File: config.mk
export PLATFORM = sky130hd
export DESIGN_NAME = nap_ds_packet_arbiter
export DESIGN_NICKNAME = d
export VERILOG_FILES = /design/src/rtl/nap_ds_packet_arbiter.sv
export SDC_FILE = /design/constraint.sdc
export NUM_CORES = 1
export LEC_CHECK = 0
export CAP_MARGIN = 25
export CELL_PAD_IN_SITES_DETAIL_PLACEMENT = 1
export CELL_PAD_IN_SITES_GLOBAL_PLACEMENT = 1
export CORE_AREA = 2 2 631 633
export DETAILED_ROUTE_END_ITERATION = 8
export DIE_AREA = 0 0 633 635
export HOLD_SLACK_MARGIN = 0.05
export PLACE_DENSITY = 0.3
export SYNTH_ARGS = -nofsm -noshare
export SYNTH_HDL_FRONTEND = slang
export SYNTH_SLANG_ARGS = --single-unit
File: constraint.sdc
create_clock -name i_clk -period 48.6 [get_ports i_clk]
set_input_delay 7.29 -clock i_clk [delete_from_list [all_inputs] [get_ports i_clk]]
set_output_delay 7.29 -clock i_clk [all_outputs]
set_load 0.1 [all_outputs]
File: src/rtl/nap_ds_packet_arbiter.sv
// Purpose: packet-atomic round-robin merge of NUM_CH data-streaming sources onto one NAP tx stream.
// Latency: input accept -> o_out_valid 1 cycle; one IDLE arbitration bubble between packets.
// Backpressure: 2-entry skid; owner ready comes only from registered skid state, never from i_out_ready.
// Optional per-channel packet counters are enabled by defining ACX_NAP_DS_ARB_PKT_CNT_EN.

`ifndef ACX_NAP_VERTICAL_DATA_WIDTH
`define ACX_NAP_VERTICAL_DATA_WIDTH 293
`endif
`ifndef ACX_NAP_DS_ADDR_WIDTH
`define ACX_NAP_DS_ADDR_WIDTH 4
`endif

module nap_ds_packet_arbiter #(
  parameter int NUM_CH     = 4,
  parameter int DATA_WIDTH = `ACX_NAP_VERTICAL_DATA_WIDTH,
  parameter int ADDR_WIDTH = `ACX_NAP_DS_ADDR_WIDTH,
  parameter int CNT_WIDTH  = 32
) (
  input  logic                         i_clk,
  input  logic                         i_reset,
  input  logic [NUM_CH-1:0]            i_in_valid,
  input  logic [NUM_CH-1:0]            i_in_sop,
  input  logic [NUM_CH-1:0]            i_in_eop,
  input  logic [NUM_CH*DATA_WIDTH-1:0] i_in_data,
  input  logic [NUM_CH*ADDR_WIDTH-1:0] i_in_addr,
  output logic [NUM_CH-1:0]            o_in_ready,
  output logic                         o_out_valid,
  output logic                         o_out_sop,
  output logic                         o_out_eop,
  output logic [DATA_WIDTH-1:0]        o_out_data,
  output logic [ADDR_WIDTH-1:0]        o_out_addr,
  input  logic                         i_out_ready,
  output logic [NUM_CH-1:0]            o_grant,
  output logic [NUM_CH*CNT_WIDTH-1:0]  o_pkt_count
);

  localparam int PTR_W = (NUM_CH > 1) ? $clog2(NUM_CH) : 1;
  localparam logic [PTR_W-1:0] LAST_CH = PTR_W'(NUM_CH - 1);

  typedef struct packed {
    logic                  sop;
    logic                  eop;
    logic [ADDR_WIDTH-1:0] addr;
    logic [DATA_WIDTH-1:0] data;
  } beat_t;

  typedef enum logic {
    IDLE   = 1'b0,
    LOCKED = 1'b1
  } state_t;

  state_t            state;
  state_t            state_nxt;
  logic [PTR_W-1:0]  rr_ptr;
  logic [PTR_W-1:0]  owner;
  logic [NUM_CH-1:0] grant;
  logic              win_found;
  logic [PTR_W-1:0]  win_idx;

  beat_t             skid_mem [2];
  beat_t             in_beat;
  beat_t             head;
  logic              wr_ptr;
  logic              rd_ptr;
  logic [1:0]        skid_cnt;
  logic              out_stall;

  logic              owner_rdy;
  logic              in_fire;
  logic              in_last;
  logic              out_fire;

  // Round-robin search: first channel offering a sop at or after rr_ptr, wrapping.
  always_comb begin
    win_found = 1'b0;
    win_idx   = '0;
    for (int i = 0; i < NUM_CH; i++) begin
      int               idx;
      logic [PTR_W-1:0] sel;
      idx = int'(rr_ptr) + i;
      if (idx >= NUM_CH) idx = idx - NUM_CH;
      sel = PTR_W'(idx);
      if (!win_found && i_in_valid[sel] && i_in_sop[sel]) begin
        win_found = 1'b1;
        win_idx   = sel;
      end
    end
  end

  // Beat presented by the current owner, plus the handshake qualifiers on it.
  always_comb begin
    in_beat.sop  = i_in_sop[owner];
    in_beat.eop  = i_in_eop[owner];
    in_beat.addr = i_in_addr[int'(owner)*ADDR_WIDTH +: ADDR_WIDTH];
    in_beat.data = i_in_data[int'(owner)*DATA_WIDTH +: DATA_WIDTH];
    // A stall seen last cycle with one entry held means the head is likely still stuck,
    // so hold off the source rather than depend on this cycle's i_out_ready.
    owner_rdy    = (state == LOCKED) &&
                   ((skid_cnt == 2'd0) || ((skid_cnt == 2'd1) && !out_stall));
    in_fire      = owner_rdy && i_in_valid[owner];
    in_last      = in_fire && i_in_eop[owner];
  end

  // FSM state register.
  always_ff @(posedge i_clk) begin
    if (i_reset) state <= IDLE;
    else         state <= state_nxt;
  end

  // FSM next state: lock on a winning sop, release once the owner's eop is accepted.
  always_comb begin
    state_nxt = state;
    case (state)
      IDLE:    if (win_found) state_nxt = LOCKED;
      LOCKED:  if (in_last)   state_nxt = IDLE;
      default: state_nxt = IDLE;
    endcase
  end

  // FSM outputs: only the owner ever sees ready, and only in LOCKED.
  always_comb begin
    o_in_ready        = '0;
    o_in_ready[owner] = owner_rdy;
  end

  // Grant, owner index and round-robin pointer bookkeeping.
  always_ff @(posedge i_clk) begin
    if (i_reset) begin
      grant  <= '0;
      owner  <= '0;
      rr_ptr <= '0;
    end else if ((state == IDLE) && win_found) begin
      grant  <= NUM_CH'(1) << win_idx;
      owner  <= win_idx;
    end else if (in_last) begin
      grant  <= '0;
      rr_ptr <= (owner == LAST_CH) ? '0 : owner + PTR_W'(1);
    end
  end

  assign o_grant = grant;

  // Two-entry skid queue; the head entry drives the output port directly.
  always_ff @(posedge i_clk) begin
    if (i_reset) begin
      skid_mem[0] <= '0;
      skid_mem[1] <= '0;
      wr_ptr      <= 1'b0;
      rd_ptr      <= 1'b0;
      skid_cnt    <= 2'd0;
      out_stall   <= 1'b0;
    end else begin
      if (in_fire) begin
        skid_mem[wr_ptr] <= in_beat;
        wr_ptr           <= ~wr_ptr;
      end
      if (out_fire) rd_ptr <= ~rd_ptr;
      case ({in_fire, out_fire})
        2'b10:   skid_cnt <= skid_cnt + 2'd1;
        2'b01:   skid_cnt <= skid_cnt - 2'd1;
        default: skid_cnt <= skid_cnt;
      endcase
      out_stall <= o_out_valid && !i_out_ready;
    end
  end

  // Output fields are forced to zero whenever nothing is offered.
  always_comb begin
    head        = skid_mem[rd_ptr];
    o_out_valid = (skid_cnt != 2'd0);
    out_fire    = o_out_valid && i_out_ready;
    o_out_sop   = o_out_valid && head.sop;
    o_out_eop   = o_out_valid && head.eop;
    o_out_data  = o_out_valid ? head.data : '0;
    o_out_addr  = o_out_valid ? head.addr : '0;
  end

`ifdef ACX_NAP_DS_ARB_PKT_CNT_EN
  for (genvar c = 0; c < NUM_CH; c++) begin : g_pkt_cnt
    logic [CNT_WIDTH-1:0] cnt;

    // Count packets whose eop beat was accepted from this channel; wraps naturally.
    always_ff @(posedge i_clk) begin
      if (i_reset)                                cnt <= '0;
      else if (in_last && (owner == PTR_W'(c)))   cnt <= cnt + CNT_WIDTH'(1);
    end

    assign o_pkt_count[c*CNT_WIDTH +: CNT_WIDTH] = cnt;
  end
`else
  assign o_pkt_count = '0;
`endif

endmodule

=== Word-level counts from Yosys, hierarchy flattened ===
Memory sizes are Yosys's and may differ from the RTL's. A register that Yosys moved wholly into a read port is not among the register bits.
Index checks and enable logic that the tools add are counted.

* Memory bits (writable): 598
* Output and inout port bits: 436
* Memories: 1
* Register bits: 14
* Word-level logic and storage cells: 126
* Input bits: 1203

{| class="wikitable"
|+ Memories
! name !! depth !! width !! rd ports !! clocked after Yosys merged registers in !! wr ports !! RTL line !! text
|-
| skid_mem || 2 || 299 || 1 || 1 || 2 || 60 || <nowiki>beat_t skid_mem [2];</nowiki>
|}

* Reduce and logical (&&, ||, !) cells: 29
* Equal/unequal tests: 4
* Multipliers: 1
* Add/sub/neg operators: 10
* Bitwise gates (word level): 5
* Magnitude comparators: 10
* Shift operators: 3
* Muxes and demuxes: 55

{| class="wikitable"
|+ Operator list
! kind !! count
|-
| variable part select 1172 x 12 -> 293 bit || 1
|-
| two-way mux 299 bit || 1
|-
| OR reduction 299 bit || 1
|-
| two-way mux 293 bit || 1
|-
| two-way mux 1 bit || 27
|-
| binary-select mux 1 bit (select 2 bit) || 11
|-
| two-way mux 2 bit || 9
|-
| logical AND 1 bit || 17
|-
| variable part select 16 x 5 -> 4 bit || 1
|-
| less-than comparator 2 x 3 -> 1 bit, second input constant || 5
|-
| two-way mux 4 bit || 3
|-
| multiplier 2 x 9 -> 11 bit, second input constant || 1
|-
| subtractor 2 x 1 -> 2 bit, second input constant || 5
|-
| >= comparator 3 bit, second input constant || 3
|-
| adder 2 x 2 -> 3 bit, second input constant || 2
|-
| nonzero test 2 bit || 3
|-
| logical NOT 1 bit || 5
|-
| adder 2 x 1 -> 2 bit, second input constant || 2
|-
| AND 4 bit || 1
|-
| == test 2 x 1 -> 1 bit, second input constant || 2
|-
| == test 2 bit, second input constant || 2
|-
| inverter 1 bit || 4
|-
| one-hot mux 2 bit (2 select lines) || 1
|-
| left shift 1 x 2 -> 4 bit, first input constant || 1
|-
| other kinds (8) || 8
|}

=== Depth between registers and ports, before layout ===
* Depth after elaboration: 21
* Depth in mapped cells: 9
* Gate-level depth less buffers: 8

=== Worst setup path before layout ===
OpenSTA, ideal clock, no wires.

* Path kind: input -> register
* From: input port i_in_valid[1]
* To: memory skid_mem[0][0] (netlist bit) (enable)
* Setup time: 1023 ps
* Buffers on the path: 0
* Data arrival time: 21416 ps
* Setup slack: 26161 ps
* Stages: 3
* Cell sequence: mux4_2 -> o211ai_2 -> o21bai_1

{| class="wikitable"
|+ RTL lines
! what !! RTL line !! text
|-
| start: declaration || 21 || <nowiki>input logic [NUM_CH-1:0] i_in_valid,</nowiki>
|-
| end: declaration || 60 ||
|}

==> run metrics <==
net total in the final layout 5246; PostCTS Resize Cnt 0; Overall Power 3.00 mW; class of the most critical setup path reg -> out; worst clock skew 0.0883 ns; clock-pin slew of the registers on the worst-case setup and hold paths 0.06 ns; GRT Util Overall 12.0%; critical path required time 41.31 ns; Slew @ Worst Pin 1.18 ns; area of all sequential standard cells 0.0183 mm²; static power due to leakage 19.2 nW; FF-to-FF Start owner[0]$_SDFFE_PP0P_; status complete, no violations; post-detailed-route wirelength per cell 26.5 µm; area growth from synthesis to layout 71.1%; RSZ-0062 raised after global routing false; wire length of the first global-routing pass 318000 µm; Seq/Total Area, Yosys 51.6%; Period minus WS final 13.63 ns; routed via count 27620; fraction of post-synthesis cell area in the top cell type by area 50.8%; WL final 249000 µm; Sinks on Clock Net 613; number of warning messages in the yosys log 0; PwrDens 49.7 mW/mm²; cells taking the most area after synthesis edfxtp_1 (51%), mux4_2 (19%), mux2i_1 (8.5%); First DRT Iteration DRCs 962; number of flip-flops and latches in the synthesized netlist 613; length of the first detailed-routing pass in iterations 5; final HPWL from detailed placement 203000 µm; number of port buffers 1510; worst skew pair latency 0.82 ns; library cells used by synthesis 44; number of hold-repair buffers added at the cts stage 0; asr flop ratio synth 0%; multi-input gate area in the final layout 0.0157 mm²; CTS H-tree depth 3; starting density of the core 8.96%; TritonCTS clock tree done; normalized max-slew margin 21.2%; number of buffers on the longest clock path 4; fraction of layout cells with a size suffix above 1 14.2%; class of the tightest hold or removal check reg -> reg; average cell area after synthesis 14.0 µm²; initial antenna violation count 92; hold violation count in the final report 0; Most used DFF post-synth edfxtp_1; CTS Buf Count 93; leading cell types in the layout, fill and taps excluded clkdlybuf4s50_1 (1470), edfxtp_1 (598), nor2_1 (313); number of standard-cell rows in the floorplan 231; biggest area consumer among synthesized cells edfxtp_1; Post-Syn Area 0.0354 mm²; number of synthesized flops with an enable pin 598; total global routing overflow 0; final count of negative-setup-slack endpoints 0; vias in the first global route 30388; hold path startpoint o_grant[1]$_SDFFE_PP0P_; root buf cell clkbuf_16; global placer's final weighted congestion 0.808; maximum number of pins on one net before global-route repair 101; critical path capture point type output pin; largest vdd supply drop 44.2 µV; number of vias per cell after detailed routing 2.94; Die Span X 633 µm; maximum operating frequency 0.0734 GHz; reported max-cap violation count 0; worst path arrival time 6.34 ns; Core Region 0.395 mm²; remaining antenna violation count 0; die boundary height 635 µm; die area 0.402 mm²; commonest non-fill, non-tap cell in the layout clkdlybuf4s50_1; Max FO, Critical Path 43; post-CTS repair timing setup buffer count 0; number of fillers in the final layout 44972; post-route clock period utilization 28.0%; synthesized instance count 2524; count of unresolved DRC violations after routing 0; startpoint types register; number of I/O pins 1639; sum of negative setup slack 0 ns; pins over their slew limit 0
## layout make-up
class	instances	share of cell area, %
repair buffers	1620	28.1
multi-input cells	1699	25.9
well taps	5242	10.8
diodes	38	0.157
inverters	9	0.0559
flip-flops and latches	613	30.2
clock buffers	119	4.06
clock inverters	43	0.668
## stage by stage
stage / hold WS [ns] / instances / util, % / instance area, µm² / worst slack, ns
after floorplan: 0.443 / 2651 / - / 35800 / 26.16
after global placement: 0.498 / 9125 / 14.2 / 55900 / 35.68
after detailed placement: 0.498 / 9183 / 14.6 / 57500 / 35.63
after CTS: 0.511 / 9345 / 15.3 / 60400 / 34.67
after global routing: 0.536 / 9359 / 15.3 / 60400 / 34.51
final: 0.508 / 9383 / 15.3 / 60500 / 34.97
## cell usage after synthesis, types with 3 or more instances
cell	count
mux4_2	300
nand2_1	6
buf_4	138
dfxtp_1	15
and2_1	301
clkbuf_1	96
buf_1	32
buf_6	13
mux2i_1	300
buf_2	51
inv_1	9
nor2b_1	301
ha_1	7
a21oi_1	4
nor2_1	313
edfxtp_1	598
xor2_1	3
## final timing paths
kind / end / slack [ns] / depth (start not counted)
hold / removal: o_grant[1]$_SDFFE_PP0P_ / 0.51 / 2
setup / recovery: o_out_data[110] / 34.97 / 7
setup reg to reg: skid_mem[1][93]$_SDFFCE_PN0P_ / 42.52 / 8
hold reg to reg: o_grant[1]$_SDFFE_PP0P_ / 0.51 / 2
## routing by layer
metal | wire length [µm] | GRT usage, %
met5 | 115 | 0
met4 | 5930 | 2.84
met3 | 13900 | 2.82
met2 | 134000 | 22.8
met1 | 94300 | 13.2
## registers in the layout, indices dropped and copies added (netlist names), named ones only
signal	flops
o_grant	4
out_stall	1
owner	2
rd_ptr	1
rr_ptr	2
skid_cnt	2
skid_mem	598
state	1
wr_ptr	1
## logic make-up (layout without fill, tap and decap cells)
kind of cell | after synthesis | after routing | synth area share [%]
DFF | 613 | 613 | 51.6
AOI/OAI and AO/OA | 23 | 23 | 0.520
muxes | 600 | 600 | 27.6
and+or+nand+nor | 937 | 937 | 14.4
adders and majority gates | 7 | 7 | 0.248
buffers and inverters | 339 | 1791 | 5.52
other | 1 | 166 | 0.0106
xor gates and xnor gates | 4 | 4 | 0.0991
## critical path, cell delays in order, from the launching register on
cell and delay (ns):
dfxtp_4 0.88, buf_4 0.75, buf_4 0.72, buf_4 0.68, buf_4 0.70, mux2i_1 0.18
nor2_1 0.19, clkdlybuf4s50_1 1.18
## report_power, final
group | total [mW] | leakage, nW | internal (mW) | switching (mW)
combinational | 1.68 | 11.5 | 0.470 | 1.21
sequential | 0.669 | 6.34 | 0.641 | 0.0280
clock | 0.657 | 1.38 | 0.387 | 0.270
total | 3.00 | 19.2 | 1.50 | 1.51
Power figures use the tool's default switching activity.
==> patch, RTL diff (config.mk and constraints unchanged) <==
Change the parameter `NUM_CH` from 4 to 2.
--- a/src/rtl/nap_ds_packet_arbiter.sv
+++ b/src/rtl/nap_ds_packet_arbiter.sv
@@ -11,7 +11,7 @@
 `endif
 
 module nap_ds_packet_arbiter #(
-  parameter int NUM_CH     = 4,
+  parameter int NUM_CH     = 2,
   parameter int DATA_WIDTH = `ACX_NAP_VERTICAL_DATA_WIDTH,
   parameter int ADDR_WIDTH = `ACX_NAP_DS_ADDR_WIDTH,
   parameter int CNT_WIDTH  = 32
Ports: changed (8 resized); port bits go from 1639 to 971. No check against the original RTL was run, so the function may have changed too.
==> patch against the unedited design <==
- area after synthesis shrank 16%
- critical path depth is the same
- worst hold slack gained 7.3 ps
- routed wire length shrank 37%
- worst setup slack gained 310 ps
- total power shrank 8.5%
- synthesized cell count shrank 4.2%
- design area shrank 17%
- count of clock-buffer cells in the layout shrank 14
- sequential cell count shrank 4
- critical path type unchanged
==> patch: results (changes against the unedited design) <==
[status] result of the run complete, no violations
[clock_tree] count of clock tree sinks 609 [-0.65%]
[final_layout] number of nets in the layout 3959 [-25%]
[final_layout] fillcell total 45600 [+1.3%]
[final_layout] Layout non-clock buf frac 0.237 [-0.0439]
[final_layout] final-layout clock-cell area share 0.0613 [+0.0140]
[detailed_routing] Avg Vias per Cell 2.61 [-11%]
[final_layout] number of buffers other than clock buffers in the final layout 1041 [-36%]
[detailed_routing] Routed Wire Length 157000 um [-37%]
[min_path] launch point of the worst hold path rd_ptr
[min_path] Endpoint, Worst Hold rd_ptr
[detailed_routing] post-detailed-route count of antenna-violating nets 0 [unchanged]
[final_layout] clock buffer count 105 [-12%]
[placed_design] placer congestion estimate 0.728 [-9.9%]
[final_layout] count of inverters other than clock inverters in the layout 7 [-2]
[placed_design] DP Cell Count 8495 [-7.5%]
[worst_setup_path] reg2reg start skid_cnt[0]
[grt] total routing usage reported by global routing 0.0754 [-0.0443]
[power] largest voltage drop on the vdd net 0.0282 mV [-36%]
[final_layout] Seq/total area 0.363 [+0.0610]
[yosys] ranking of synthesized cells by instance count 607 x sky130_fd_sc_hd__nor2_1, 598 x sky130_fd_sc_hd__edfxtp_1, 598 x sky130_fd_sc_hd__mux2i_1
[worst_setup_path] Register-to-Register Path Depth 10 [+2]
[grt] largest net degree at the start of global routing 106 [+5.0%]
[worst_setup_path] register-to-register setup slack 42270 ps [-250 ps]
[detailed_routing] Iteration-0 DRC Markers 758 [-21%]
[yosys] top cells by area in the synthesized netlist sky130_fd_sc_hd__edfxtp_1 60%, sky130_fd_sc_hd__mux2i_1 20%, sky130_fd_sc_hd__nor2_1 7.7%
[clock_tree] CTS Buf Count 94 [+1.1%]
[final_layout] Final Instance Count excl. Fillers 8675 [-7.5%]
[yosys] post-synthesis sequential area ratio 0.612 [+0.0960]
[worst_setup_path] Arrival @ worst endpoint 6030 ps [-310 ps]
[yosys] Netlist cell types 29 [-34%]
[worst_setup_path] end of the worst register-to-register path skid_mem[1][147]
[grt] wire length of the first global-routing pass 212000 um [-33%]
[clock_tree] clock latency on the worst-skew pair 790 ps [-30 ps]
[grt] via count of the first global-routing pass 24800 [-18%]
[worst_setup_path] largest fanout on the critical path 44 [+2.3%]
[placed_design] hpwl dp 113000 um [-44%]
[grt] number of antenna violations at the first check in global routing 29 [-68%]
[yosys] Mean Syn Cell Area 12.3 um2 [-12%]
[worst_setup_path] cell family with most CP delay buffers and inverters
[final_layout] proportion of layout cells with a drive suffix above 1 0.0853 [-0.0565]
[final_layout] multi-input combinational cell count 1600 [-5.8%]
[placed_design] Port Buffer Count 906 [-40%]
[placed_design] pre-CTS WS 35800 ps [+169 ps]
[final_layout] total inserted antenna cells 10 [-74%]
[sta] final clock skew 28.9 ps [-59.3 ps]
[sta] relative max-transition margin 0.246 [+0.0331]
[power] leakage power figure 15.2 nW [-21%]
[final_layout] Multi-input gate area 10300 um2 [-34%]
[worst_setup_path] stage delay of the slowest cell on the critical path 1160 ps [-20 ps]
[patch: changes by cell type in the layout (fill, tap and decap cells not counted), sizes merged, moves of 5 or more]
| cell | before | now |
|---|---|---|
| nor2 | 313 | 607 |
| mux4 | 300 | 0 |
| clkbuf | 119 | 105 |
| and2 | 301 | 0 |
| nand2 | 6 | 1 |
| diode | 38 | 10 |
| clkdlybuf4s50 | 1470 | 895 |
| clkinv | 32 | 43 |
| nor3 | 2 | 300 |
| bufinv | 6 | 12 |
| nor2b | 301 | 3 |
| mux2i | 300 | 598 |
| conb | 128 | 64 |
[patch: layer usage]
metal,up-vias,GRT usage,wire length [um]
met3,173,0.0149,7170
met1,11400,0.0800,59200
met4,8,0.0257,4480
li1,10500,-,-
met5,-,0,48
met2,565,0.146,86300
[patch: metrics by stage]
| step | hold slack, ps | util | instance area [um2] |
|---|---|---|---|
| after floorplan | 454 | - | 29900 |
| after global placement | 499 | 0.113 | 44500 |
| after detailed placement | 510 | 0.119 | 46900 |
| after CTS | 525 | 0.127 | 50000 |
| after global routing | 570 | 0.127 | 50100 |
| final | 515 | 0.127 | 50100 |
[patch: cell families after synthesis]
group | share of synthesized area
buffers and inverters | 0.0500
muxes | 0.203
DFF | 0.612
other | 0.000126
and+or+nand+nor | 0.128
adders and majority gates | 0.00126
xor gates and xnor gates | 0.000885
AOI/OAI and AO/OA | 0.00413
[patch: power by group]
group	switching [mW]	internal, mW
logic	1.01	0.398
clock network	0.273	0.420
registers	0.0194	0.629
total	1.30	1.45
[patch: worst max-delay path by stage]
stage,end,slack [ps],depth (start not counted)
floorplan,skid_mem[0][0],18780,3
finish,o_out_data[108],35280,7
detailed placement,o_out_data[107],35800,7
global route,o_out_data[107],34830,7
CTS,o_out_data[107],34870,7
global placement,o_out_data[107],35770,7
